`config.mk`:
```
export PLATFORM = sky130hd
export DESIGN_NAME = serial_add_ctrl_flat
export DESIGN_NICKNAME = d
export VERILOG_FILES = /design/src/rtl/adder_pkg.sv /design/src/rtl/serial_add_ctrl_if.sv /design/src/rtl/half_adder.sv /design/src/rtl/serial_fa_cell.sv /design/src/rtl/serial_add_ctrl.sv /design/src/flat_wrapper.sv
export SDC_FILE = /design/constraint.sdc
export NUM_CORES = 1
export LEC_CHECK = 0
export BUFFER_PORTS_ARGS = -buffer_cell sky130_fd_sc_hd__buf_2
export CORE_MARGIN = 4
export CORE_UTILIZATION = 53
export DETAILED_ROUTE_END_ITERATION = 7
export PLACE_DENSITY = 0.76
export SETUP_SLACK_MARGIN = 0.02
export SYNTH_ARGS = -nofsm -noshare
export SYNTH_HDL_FRONTEND = slang
export SYNTH_SLANG_ARGS = --single-unit
export TNS_END_PERCENT = 50
```
`constraint.sdc`:
```
create_clock -name clk_in -period 3.11 [get_ports clk_in]
set_clock_uncertainty 0.05 [all_clocks]
set_input_delay 0.4665 -clock clk_in [delete_from_list [all_inputs] [get_ports clk_in]]
set_output_delay 0.4665 -clock clk_in [all_outputs]
set_load 0.01 [all_outputs]
```
`src/rtl/adder_pkg.sv`:
```
// Shared definitions for the bit-serial adder block.
//   state_e    controller FSM states (IDLE, RUN, DONE)
//   MAX_WIDTH  largest supported operand width
//   cnt_width  bit-counter width for a given operand width (at least 1)
package adder_pkg;

    typedef enum logic [1:0] {
        IDLE = 2'd0,
        RUN  = 2'd1,
        DONE = 2'd2
    } state_e;

    localparam int unsigned MAX_WIDTH = 32;

    // $clog2(1) is 0, so a 1-bit operand still gets a 1-bit counter.
    function automatic int unsigned cnt_width(input int unsigned width);
        return (width > 1) ? $clog2(width) : 1;
    endfunction

endpackage

```
`src/rtl/serial_add_ctrl_if.sv`:
```
// Request/result bundle between the arithmetic front end and the serial adder.
//   start_in             add request, ignored while busy_out=1
//   a_in, b_in           operands, captured on an accepted start
//   busy_out, done_out   RUN indicator and one-cycle completion pulse
//   sum_out, carry_out   registered result, held between operations
// master: front end side; slave: serial_add_ctrl side.
interface serial_add_ctrl_if #(
    parameter int unsigned WIDTH = 8
);
    logic             start_in;
    logic [WIDTH-1:0] a_in;
    logic [WIDTH-1:0] b_in;
    logic             busy_out;
    logic             done_out;
    logic [WIDTH-1:0] sum_out;
    logic             carry_out;

    modport master (
        output start_in, a_in, b_in,
        input  busy_out, done_out, sum_out, carry_out
    );

    modport slave (
        input  start_in, a_in, b_in,
        output busy_out, done_out, sum_out, carry_out
    );
endinterface

```
`src/rtl/half_adder.sv`:
```
// Combinational 1-bit half adder.
//   a_in, b_in  addend bits
//   sum_out     a ^ b
//   carry_out   a & b
module half_adder (
    input  logic a_in,
    input  logic b_in,
    output logic sum_out,
    output logic carry_out
);
    assign sum_out   = a_in ^ b_in;
    assign carry_out = a_in & b_in;
endmodule

```
`src/rtl/serial_fa_cell.sv`:
```
// Combinational 1-bit full adder built from two half adders and an OR.
// This cell is the only arithmetic in the serial adder.
//   a_in, b_in, c_in  addend bits and carry in
//   sum_out           a ^ b ^ c
//   carry_out         (a & b) | (c & (a ^ b))
module serial_fa_cell (
    input  logic a_in,
    input  logic b_in,
    input  logic c_in,
    output logic sum_out,
    output logic carry_out
);
    logic p;
    logic g_ab;
    logic g_pc;

    half_adder u_ha_ab (
        .a_in      (a_in),
        .b_in      (b_in),
        .sum_out   (p),
        .carry_out (g_ab)
    );

    half_adder u_ha_pc (
        .a_in      (p),
        .b_in      (c_in),
        .sum_out   (sum_out),
        .carry_out (g_pc)
    );

    assign carry_out = g_ab | g_pc;
endmodule

```
`src/rtl/serial_add_ctrl.sv`:
```
// Bit-serial adder controller: adds two WIDTH-bit operands LSB first, one bit per
// clock, through a single shared full-adder cell with a registered carry.
//   clk_in    rising-edge clock
//   rst_n_in  asynchronous active-low reset; aborts any operation in flight
//   bus       slave side of serial_add_ctrl_if (start/operands in, status/result out)
// Latency start edge -> done pulse is WIDTH edges; a start seen in DONE chains the
// next operation directly.
module serial_add_ctrl
    import adder_pkg::*;
#(
    parameter int unsigned WIDTH = 8
) (
    input  logic            clk_in,
    input  logic            rst_n_in,
    serial_add_ctrl_if.slave bus
);
    localparam int unsigned CNT_W = cnt_width(WIDTH);
    localparam logic [CNT_W-1:0] LAST_BIT = CNT_W'(WIDTH - 1);

    state_e           state_q, state_d;
    logic [WIDTH-1:0] a_sr_q, a_sr_d;
    logic [WIDTH-1:0] b_sr_q, b_sr_d;
    logic [WIDTH-1:0] sum_sr_q, sum_sr_d;
    logic [WIDTH-1:0] sum_q, sum_d;
    logic [CNT_W-1:0] cnt_q, cnt_d;
    logic             c_q, c_d;
    logic             carry_q, carry_d;

    logic             s;
    logic             co;
    logic [WIDTH-1:0] sum_nxt;

    serial_fa_cell u_cell (
        .a_in      (a_sr_q[0]),
        .b_in      (b_sr_q[0]),
        .c_in      (c_q),
        .sum_out   (s),
        .carry_out (co)
    );

    // New sum bit enters at the MSB; written with shifts so WIDTH=1 needs no special case.
    assign sum_nxt = (sum_sr_q >> 1) | (WIDTH'(s) << (WIDTH - 1));

    always_comb begin
        state_d  = state_q;
        a_sr_d   = a_sr_q;
        b_sr_d   = b_sr_q;
        sum_sr_d = sum_sr_q;
        sum_d    = sum_q;
        cnt_d    = cnt_q;
        c_d      = c_q;
        carry_d  = carry_q;

        unique case (state_q)
            IDLE, DONE: begin
                if (bus.start_in) begin
                    a_sr_d   = bus.a_in;
                    b_sr_d   = bus.b_in;
                    sum_sr_d = '0;
                    cnt_d    = '0;
                    c_d      = 1'b0;
                    state_d  = RUN;
                end else begin
                    state_d  = IDLE;
                end
            end
            RUN: begin
                c_d      = co;
                a_sr_d   = a_sr_q >> 1;
                b_sr_d   = b_sr_q >> 1;
                sum_sr_d = sum_nxt;
                if (cnt_q == LAST_BIT) begin
                    // Counter holds at the last bit so it never wraps.
                    sum_d   = sum_nxt;
                    carry_d = co;
                    state_d = DONE;
                end else begin
                    cnt_d   = cnt_q + CNT_W'(1);
                end
            end
            default: state_d = IDLE;
        endcase
    end

    always_ff @(posedge clk_in or negedge rst_n_in) begin
        if (!rst_n_in) begin
            state_q  <= IDLE;
            a_sr_q   <= '0;
            b_sr_q   <= '0;
            sum_sr_q <= '0;
            sum_q    <= '0;
            cnt_q    <= '0;
            c_q      <= 1'b0;
            carry_q  <= 1'b0;
        end else begin
            state_q  <= state_d;
            a_sr_q   <= a_sr_d;
            b_sr_q   <= b_sr_d;
            sum_sr_q <= sum_sr_d;
            sum_q    <= sum_d;
            cnt_q    <= cnt_d;
            c_q      <= c_d;
            carry_q  <= carry_d;
        end
    end

    // Status is decoded from the state register only, so it stays registered.
    assign bus.busy_out  = (state_q == RUN);
    assign bus.done_out  = (state_q == DONE);
    assign bus.sum_out   = sum_q;
    assign bus.carry_out = carry_q;
endmodule

```
`src/flat_wrapper.sv`:
```
// flat-port wrapper written by rule: the top's interface ports become plain ports
module serial_add_ctrl_flat import adder_pkg::*;
#(
    parameter int unsigned WIDTH = 8
)
  (clk_in, rst_n_in, bus_start_in, bus_a_in, bus_b_in, bus_busy_out, bus_done_out, bus_sum_out, bus_carry_out);
  serial_add_ctrl_if #(.WIDTH(WIDTH)) bus_i ();
  input  logic clk_in;
  input  logic rst_n_in;
  input wire logic [$bits(bus_i.start_in)-1:0] bus_start_in;
  input wire logic [$bits(bus_i.a_in)-1:0] bus_a_in;
  input wire logic [$bits(bus_i.b_in)-1:0] bus_b_in;
  output wire logic [$bits(bus_i.busy_out)-1:0] bus_busy_out;
  output wire logic [$bits(bus_i.done_out)-1:0] bus_done_out;
  output wire logic [$bits(bus_i.sum_out)-1:0] bus_sum_out;
  output wire logic [$bits(bus_i.carry_out)-1:0] bus_carry_out;
  assign bus_i.start_in = bus_start_in;
  assign bus_i.a_in = bus_a_in;
  assign bus_i.b_in = bus_b_in;
  assign bus_busy_out = bus_i.busy_out;
  assign bus_done_out = bus_i.done_out;
  assign bus_sum_out = bus_i.sum_out;
  assign bus_carry_out = bus_i.carry_out;
  serial_add_ctrl #(.WIDTH(WIDTH)) u_core (.clk_in(clk_in), .rst_n_in(rst_n_in), .bus(bus_i));
endmodule
```
==> results of run 1 <==
==> through the flow <==
| step | instance area, um^2 | util, % | worst slack, ns | total power [W] | hold slack, ns |
|---|---|---|---|---|---|
| finish | 1982 | 64.39 | 0.9041 | 0.002090 | 0.1495 |
| global placement | 1871 | 60.77 | 1.323 | 0.001638 | 0.4416 |
| CTS | 1982 | 64.39 | 0.9059 | 0.002108 | 0.1794 |
| global route | 1982 | 64.39 | 0.7846 | 0.002265 | 0.1980 |
| detailed placement | 1871 | 60.77 | 1.292 | 0.001679 | 0.4410 |
| floorplan | 1719 | - | 1.557 | 0.001497 | 0.1209 |
==> metal layers <==
metal	vias up	routed length, um	GRT usage [%]
met5	-	0	0
met4	0	45	6.069
met3	5	208	5.893
met2	36	1338	25.67
met1	554	1330	19.20
li1	560	-	-
==> power by group <==
part | switching (W) | internal [W] | total [W]
Sequential | 0.000182 | 0.000715 | 0.000898
Clock | 0.000158 | 0.000272 | 0.000430
Combinational | 0.000355 | 0.000407 | 0.000762
==> placed cells by master (no fill, tap or decap), types with 5 or more instances in the layout <==
cell type and count:
o22ai_1 10, dfrtp_1 38, nor2_1 12, mux2_4 9
nor3_1 10, nor2b_1 5, buf_2 29, nand2_1 6
clkbuf_4 5, a22o_1 11
==> area by class of cell <==
cell class	count	area, um^2	area share [%]
well taps	44	55.05	2.778
inverters	2	15.01	0.7576
flip-flops and latches	38	950.9	47.98
repair buffers	29	145.1	7.323
multi-input cells	91	704.4	35.54
clock buffers	6	51.30	2.588
clock inverters	2	60.06	3.030
==> registers in the layout, indices dropped and copies added, names as in the netlist <==
signal,cells
u_core.a_sr_q,8
u_core.b_sr_q,8
u_core.bus.sum_out,8
u_core.sum_sr_q,7
u_core.cnt_q,3
u_core.state_q,2
u_core.bus.carry_out,1
u_core.c_q,1
==> logic make-up after synthesis <==
kind of cell	count (synthesis)	share of synthesized area, %
buffers and inverters	10	3.712
adder cells (fa/ha/maj)	3	2.620
multiplexers	16	12.15
AND/OR/NAND/NOR	40	12.66
flip-flops	38	55.31
AO/OA/AOI/OAI	31	13.03
XOR/XNOR	1	0.5096
==> worst paths after layout <==
path,slack (ns),cells after the start,startpoint,end
max reg2reg,1.33,4,u_core.state_q[0],u_core.bus.sum_out[0]
min in group clk_in,0.29,2,bus_b_in[7],u_core.b_sr_q[7]
max,0.90,3,u_core.state_q[0],bus_busy_out
min,0.15,1,rst_n_in,u_core.bus.sum_out[3]
min reg2reg,0.47,1,u_core.bus.sum_out[2],u_core.bus.sum_out[2]
max in group asynchronous,2.35,1,rst_n_in,u_core.cnt_q[2]
==> cells in the mapped netlist (all sizes together) <==
| cell | instances |
|---|---|
| a211oi | 4 |
| a21oi | 4 |
| a22o | 11 |
| and2b | 1 |
| buf | 8 |
| dfrtp | 38 |
| fa | 1 |
| ha | 2 |
| inv | 2 |
| mux2 | 12 |
| mux2i | 4 |
| nand2 | 7 |
| nand2b | 2 |
| nand3 | 2 |
| nor2 | 13 |
| nor2b | 5 |
| nor3 | 10 |
| o211ai | 2 |
| o22ai | 10 |
| xor2 | 1 |
==> results.sh, run 1 <==
export IMPL_num_vias=1155
export IMPL_fillers=260
export IMPL_hold_path_class="in2async"
export IMPL_setup_viol=0
export IMPL_dieArea_um2=4219
export IMPL_start_kind="flop"
export IMPL_dieHeight_um=64.96
export IMPL_pin_count=30
export IMPL_stdcell_count=212
export IMPL_h_tree_depth=2
export IMPL_rows=20
export IMPL_clock_path_buffers=2
export IMPL_layout_min_cycle_time_ns=2.206
export IMPL_cts_clk_slew_worst_paths_ns=0.11
export IMPL_dp_hpwl_mm=2.036
export IMPL_p_leak_nw=0.9466
export IMPL_cp_max_fo=22
export IMPL_place_port_buffers=29
export IMPL_ys_warn_count=0
export IMPL_ir_drop_mv=0.4958
export IMPL_clock_sinks=38
export IMPL_area_delta_synth_final_pct=15.28
export IMPL_cp_slowest_cell="dfrtp_1"
export IMPL_wl_mm=2.923
export IMPL_end_kind="primary output"
export IMPL_cp_cell_sequence="nand2b_4, inv_8, buf_2"
export IMPL_fmax_mhz=453.3
export IMPL_synthTopCellsByArea="dfrtp_1 55%, mux2_4 7.9%, a22o_1 5.6%"
export IMPL_ys_seq_elements=38
export IMPL_nNetsFinal=189
export IMPL_synth_area_per_cell_um2=12.37
export IMPL_track_usage_pct=15.87
export IMPL_clock_latency_ns=0.34
export IMPL_numCtsBuffers=5
export IMPL_syn_num_nets=161
export IMPL_critical_path_top_delay_family="flip-flops"
export IMPL_max_stage_delay_ns=0.79
export IMPL_fp_coreArea_um2=3078
export IMPL_crit_required_ns=2.59
export IMPL_synth_top_area_cell="dfrtp_1"
export IMPL_grt_overflow=0
export IMPL_arrival_ns=1.69
export IMPL_ant_nets=0
export IMPL_antennaDiodeCount=0
export IMPL_slew_headroom_pct=46.34
export IMPL_cts_resized_gates=0
export IMPL_critPathKind="reg2out"
export IMPL_avgViaCountPerCell=5.448
export IMPL_grt_max_degree=39
export IMPL_placedCellCount=204
export IMPL_fp_dieW_um=64.96
export IMPL_critPathBufInv=2
export IMPL_ctsHoldBuffers=0
export IMPL_synth_distinct_cells=27
export IMPL_drc_errors=0
export IMPL_drive_above_1_share_pct=31.55
export IMPL_status="completed"
export IMPL_synth_top_area_share_pct=55.31
export IMPL_yosysSeqAreaShare_pct=55.31
export IMPL_first_global_vias=1084
export IMPL_synthesis_instances=139
export IMPL_max_cap_viol_count=0
export IMPL_hold_violations=0
export IMPL_cts_root_buf="clkbuf_4"
export IMPL_rsz0062_at_grt="false"
export IMPL_antenna_found_initial=0
export IMPL_fin_crit_sh_pct=70.93
export IMPL_fin_setup_tns_ns=0
export IMPL_drt_iter0_markers=35
export IMPL_final_max_slew_viol_count=0
export IMPL_syn_area_um2=1719
export IMPL_grt_pass1_wl_mm=5.009
export IMPL_postCtsSetupBuffers=0
export IMPL_avgRoutedWirePerCell_um=13.79
export IMPL_tightestPinTransition_ns=0.8049
export IMPL_start_util_pct=55.85
export IMPL_drt_pass1_iter_count=4
export IMPL_place_gp_congestion=0.7622
export IMPL_p_per_area_nw_per_um2=1055
export IMPL_cts_tree="yes"
Power figures use the tool's default switching activity.
==> inputs of run 2 (changes only) <==
--- a/config.mk
+++ b/config.mk
@@ -5,6 +5,7 @@
 export SDC_FILE = /design/constraint.sdc
 export NUM_CORES = 1
 export LEC_CHECK = 0
+export ABC_AREA = 1
 export BUFFER_PORTS_ARGS = -buffer_cell sky130_fd_sc_hd__buf_2
 export CORE_MARGIN = 4
 export CORE_UTILIZATION = 53
==> constraint.sdc (replaced) <==
create_clock -name clk_in -period 2.1 [get_ports clk_in]
set_clock_uncertainty 0.05 [all_clocks]
set_input_delay 0.315 -clock clk_in [delete_from_list [all_inputs] [get_ports clk_in]]
set_output_delay 0.315 -clock clk_in [all_outputs]
set_load 0.01 [all_outputs]
==> results.sh, run 2 <==
export IMPL_status="completed"
export IMPL_ir_drop_mv=1.003
export IMPL_arrival_ns=1.30
export IMPL_ys_warn_count=0
export IMPL_final_common_cell="nand2_1"
export IMPL_end_kind="primary output"
export IMPL_p_switching_w=0.001231
export IMPL_dp_hpwl_mm=2.273
export IMPL_place_port_buffers=29
export IMPL_antennaDiodeCount=0
export IMPL_wl_mm=3.200
export IMPL_synth_edf_count=0
export IMPL_slew_headroom_pct=47.08
export IMPL_drt_pass1_iter_count=4
export IMPL_hold_slack_ns=0.004504
export IMPL_cts_tree="yes"
export IMPL_antenna_found_initial=0
export IMPL_fin_crit_sh_pct=79.15
export IMPL_synthTopCellsByCount="73 x nand2_1, 39 x inv_1, 38 x dfrtp_1, 33 x nand3_1, 7 x o21ai_2"
export IMPL_postCtsSetupBuffers=0
export IMPL_drc_errors=0
export IMPL_placedCellCount=290
export IMPL_clock_sinks=38
export IMPL_fmax_mhz=601.6
export IMPL_ant_nets=0
export IMPL_cp_max_fo=12
export IMPL_final_max_slew_viol_count=0
export IMPL_ctsHoldBuffers=0
export IMPL_start_kind="flop"
export IMPL_layout_min_cycle_time_ns=1.662
export IMPL_crit_required_ns=1.74
export IMPL_avgRoutedWirePerCell_um=10.77
export IMPL_h_tree_depth=2
export IMPL_cts_clk_slew_worst_paths_ns=0.10
export IMPL_numCtsBuffers=5
export IMPL_drive_above_1_share_pct=19.92
export IMPL_avgViaCountPerCell=4.626
export IMPL_yosysMostFrequentCell="nand2_1"
export IMPL_dieHeight_um=67.03
export IMPL_area_delta_synth_final_pct=9.959
export IMPL_synth_top_area_cell="dfrtp_1"
export IMPL_p_leak_nw=1.176
export IMPL_grt_pass1_wl_mm=5.540
export IMPL_synth_flop_cell="dfrtp_1"
export IMPL_hold_violations=0
export IMPL_synthesis_instances=223
export IMPL_fin_total_pwr_w=0.002933
export IMPL_syn_num_nets=245
export IMPL_setup_viol=0
export IMPL_p_sw_share_pct=41.98
export IMPL_grt_max_degree=39
export IMPL_pwr_share_clk_pct=11.7
export IMPL_dieArea_um2=4493
export IMPL_cts_resized_gates=0
export IMPL_fp_dieW_um=67.03
export IMPL_critPathKind="reg2out"
export IMPL_track_usage_pct=16.65
export IMPL_synth_distinct_cells=17
export IMPL_place_gp_congestion=0.8226
export IMPL_clock_latency_ns=0.33
export IMPL_synth_area_per_cell_um2=8.281
export IMPL_rsz0062_at_grt="false"
export IMPL_hold_path_class="in2async"
export IMPL_ys_seq_elements=38
export IMPL_pin_count=30
export IMPL_grt_overflow=0
export IMPL_rows=21
export IMPL_clock_path_buffers=2
export IMPL_max_cap_viol_count=0
export IMPL_stdcell_count=297
export IMPL_syn_area_um2=1847
export IMPL_p_per_area_nw_per_um2=1444
export IMPL_internal_power_w=0.001701
export IMPL_p_seq_share_pct=43.0
export IMPL_synth_top_area_share_pct=51.49
export IMPL_cts_root_buf="clkbuf_4"
export IMPL_fin_util_pct=60.38
export IMPL_yosysSeqAreaShare_pct=51.49
export IMPL_comb_power_share_pct=45.4
export IMPL_start_util_pct=54.91
export IMPL_drt_iter0_markers=109
export IMPL_synthTopCellsByArea="dfrtp_1 51%, nand2_1 15%, nand3_1 8.9%"
export IMPL_fin_setup_tns_ns=0
export IMPL_num_vias=1374
export IMPL_async_reset_ff_share_pct=100.0
export IMPL_tightestPinTransition_ns=0.7938
export IMPL_first_global_vias=1279
export IMPL_fp_coreArea_um2=3363
export IMPL_nNetsFinal=273
export IMPL_layout_common_cells="73 x nand2_1, 39 x inv_1, 38 x dfrtp_1"
run 2: critical path, cell delays in order (launching register included):
cell	delay, ns
dfrtp_1	0.44
inv_4	0.07
nor2_4	0.26
buf_2	0.20
run 2: per-layer routing:
metal,track usage [%],share of wire (%),vias up
met2,26.01,45,20
met3,4.384,4.3,6
met4,8.354,2.0,0
met1,21.13,49,617
li1,-,-,731
met5,0,0,-
run 2: final cells by class:
cell class,instances,area [um^2]
inverters,42,162.7
fillers,330,1333
repair buffers,30,152.6
well taps,46,57.56
multi-input cells,134,661.9
clock buffers,7,45.04
flip-flops and latches,38,950.9
run 2: kinds of logic (layout without fill, tap and decap cells):
group | count (synthesis) | count (layout) | synth area share (%)
fa+ha+maj | 3 | 3 | 2.439
flops | 38 | 38 | 51.49
buf+inv | 51 | 79 | 12.67
simple gates | 115 | 115 | 27.64
compound gates | 16 | 16 | 5.759
run 2: power groups by stage:
| stage | Sequential, W | Combinational, W | Clock [W] |
|---|---|---|---|
| floorplan | 0.00127 | 0.00108 | 0 |
| global placement | 0.00126 | 0.00132 | 0 |
| detailed placement | 0.00127 | 0.00135 | 0 |
| CTS | 0.00126 | 0.00135 | 0.000357 |
| global route | 0.00131 | 0.00155 | 0.000388 |
| finish | 0.00126 | 0.00133 | 0.000342 |
run 2: worst paths after layout:
check	start	cells past startpoint	end	slack [ns]
worst max-delay path	u_core.state_q[0]	3	bus_busy_out	0.44
worst min-delay path	rst_n_in	1	u_core.bus.sum_out[6]	0.005
worst max register to register	u_core.state_q[1]	6	u_core.b_sr_q[6]	0.54
worst min register to register	u_core.bus.sum_out[0]	2	u_core.bus.sum_out[0]	0.43
max in group asynchronous	rst_n_in	1	u_core.bus.sum_out[0]	1.50
min in group clk_in	bus_b_in[7]	3	u_core.b_sr_q[7]	0.17
run 2: metrics by stage:
stage | area [um^2] | setup slack (ns)
after floorplan | 1847 | 0.8250
after global placement | 1986 | 0.5752
after detailed placement | 1986 | 0.5447
after CTS | 2031 | 0.4115
after global routing | 2031 | 0.3368
final | 2031 | 0.4379
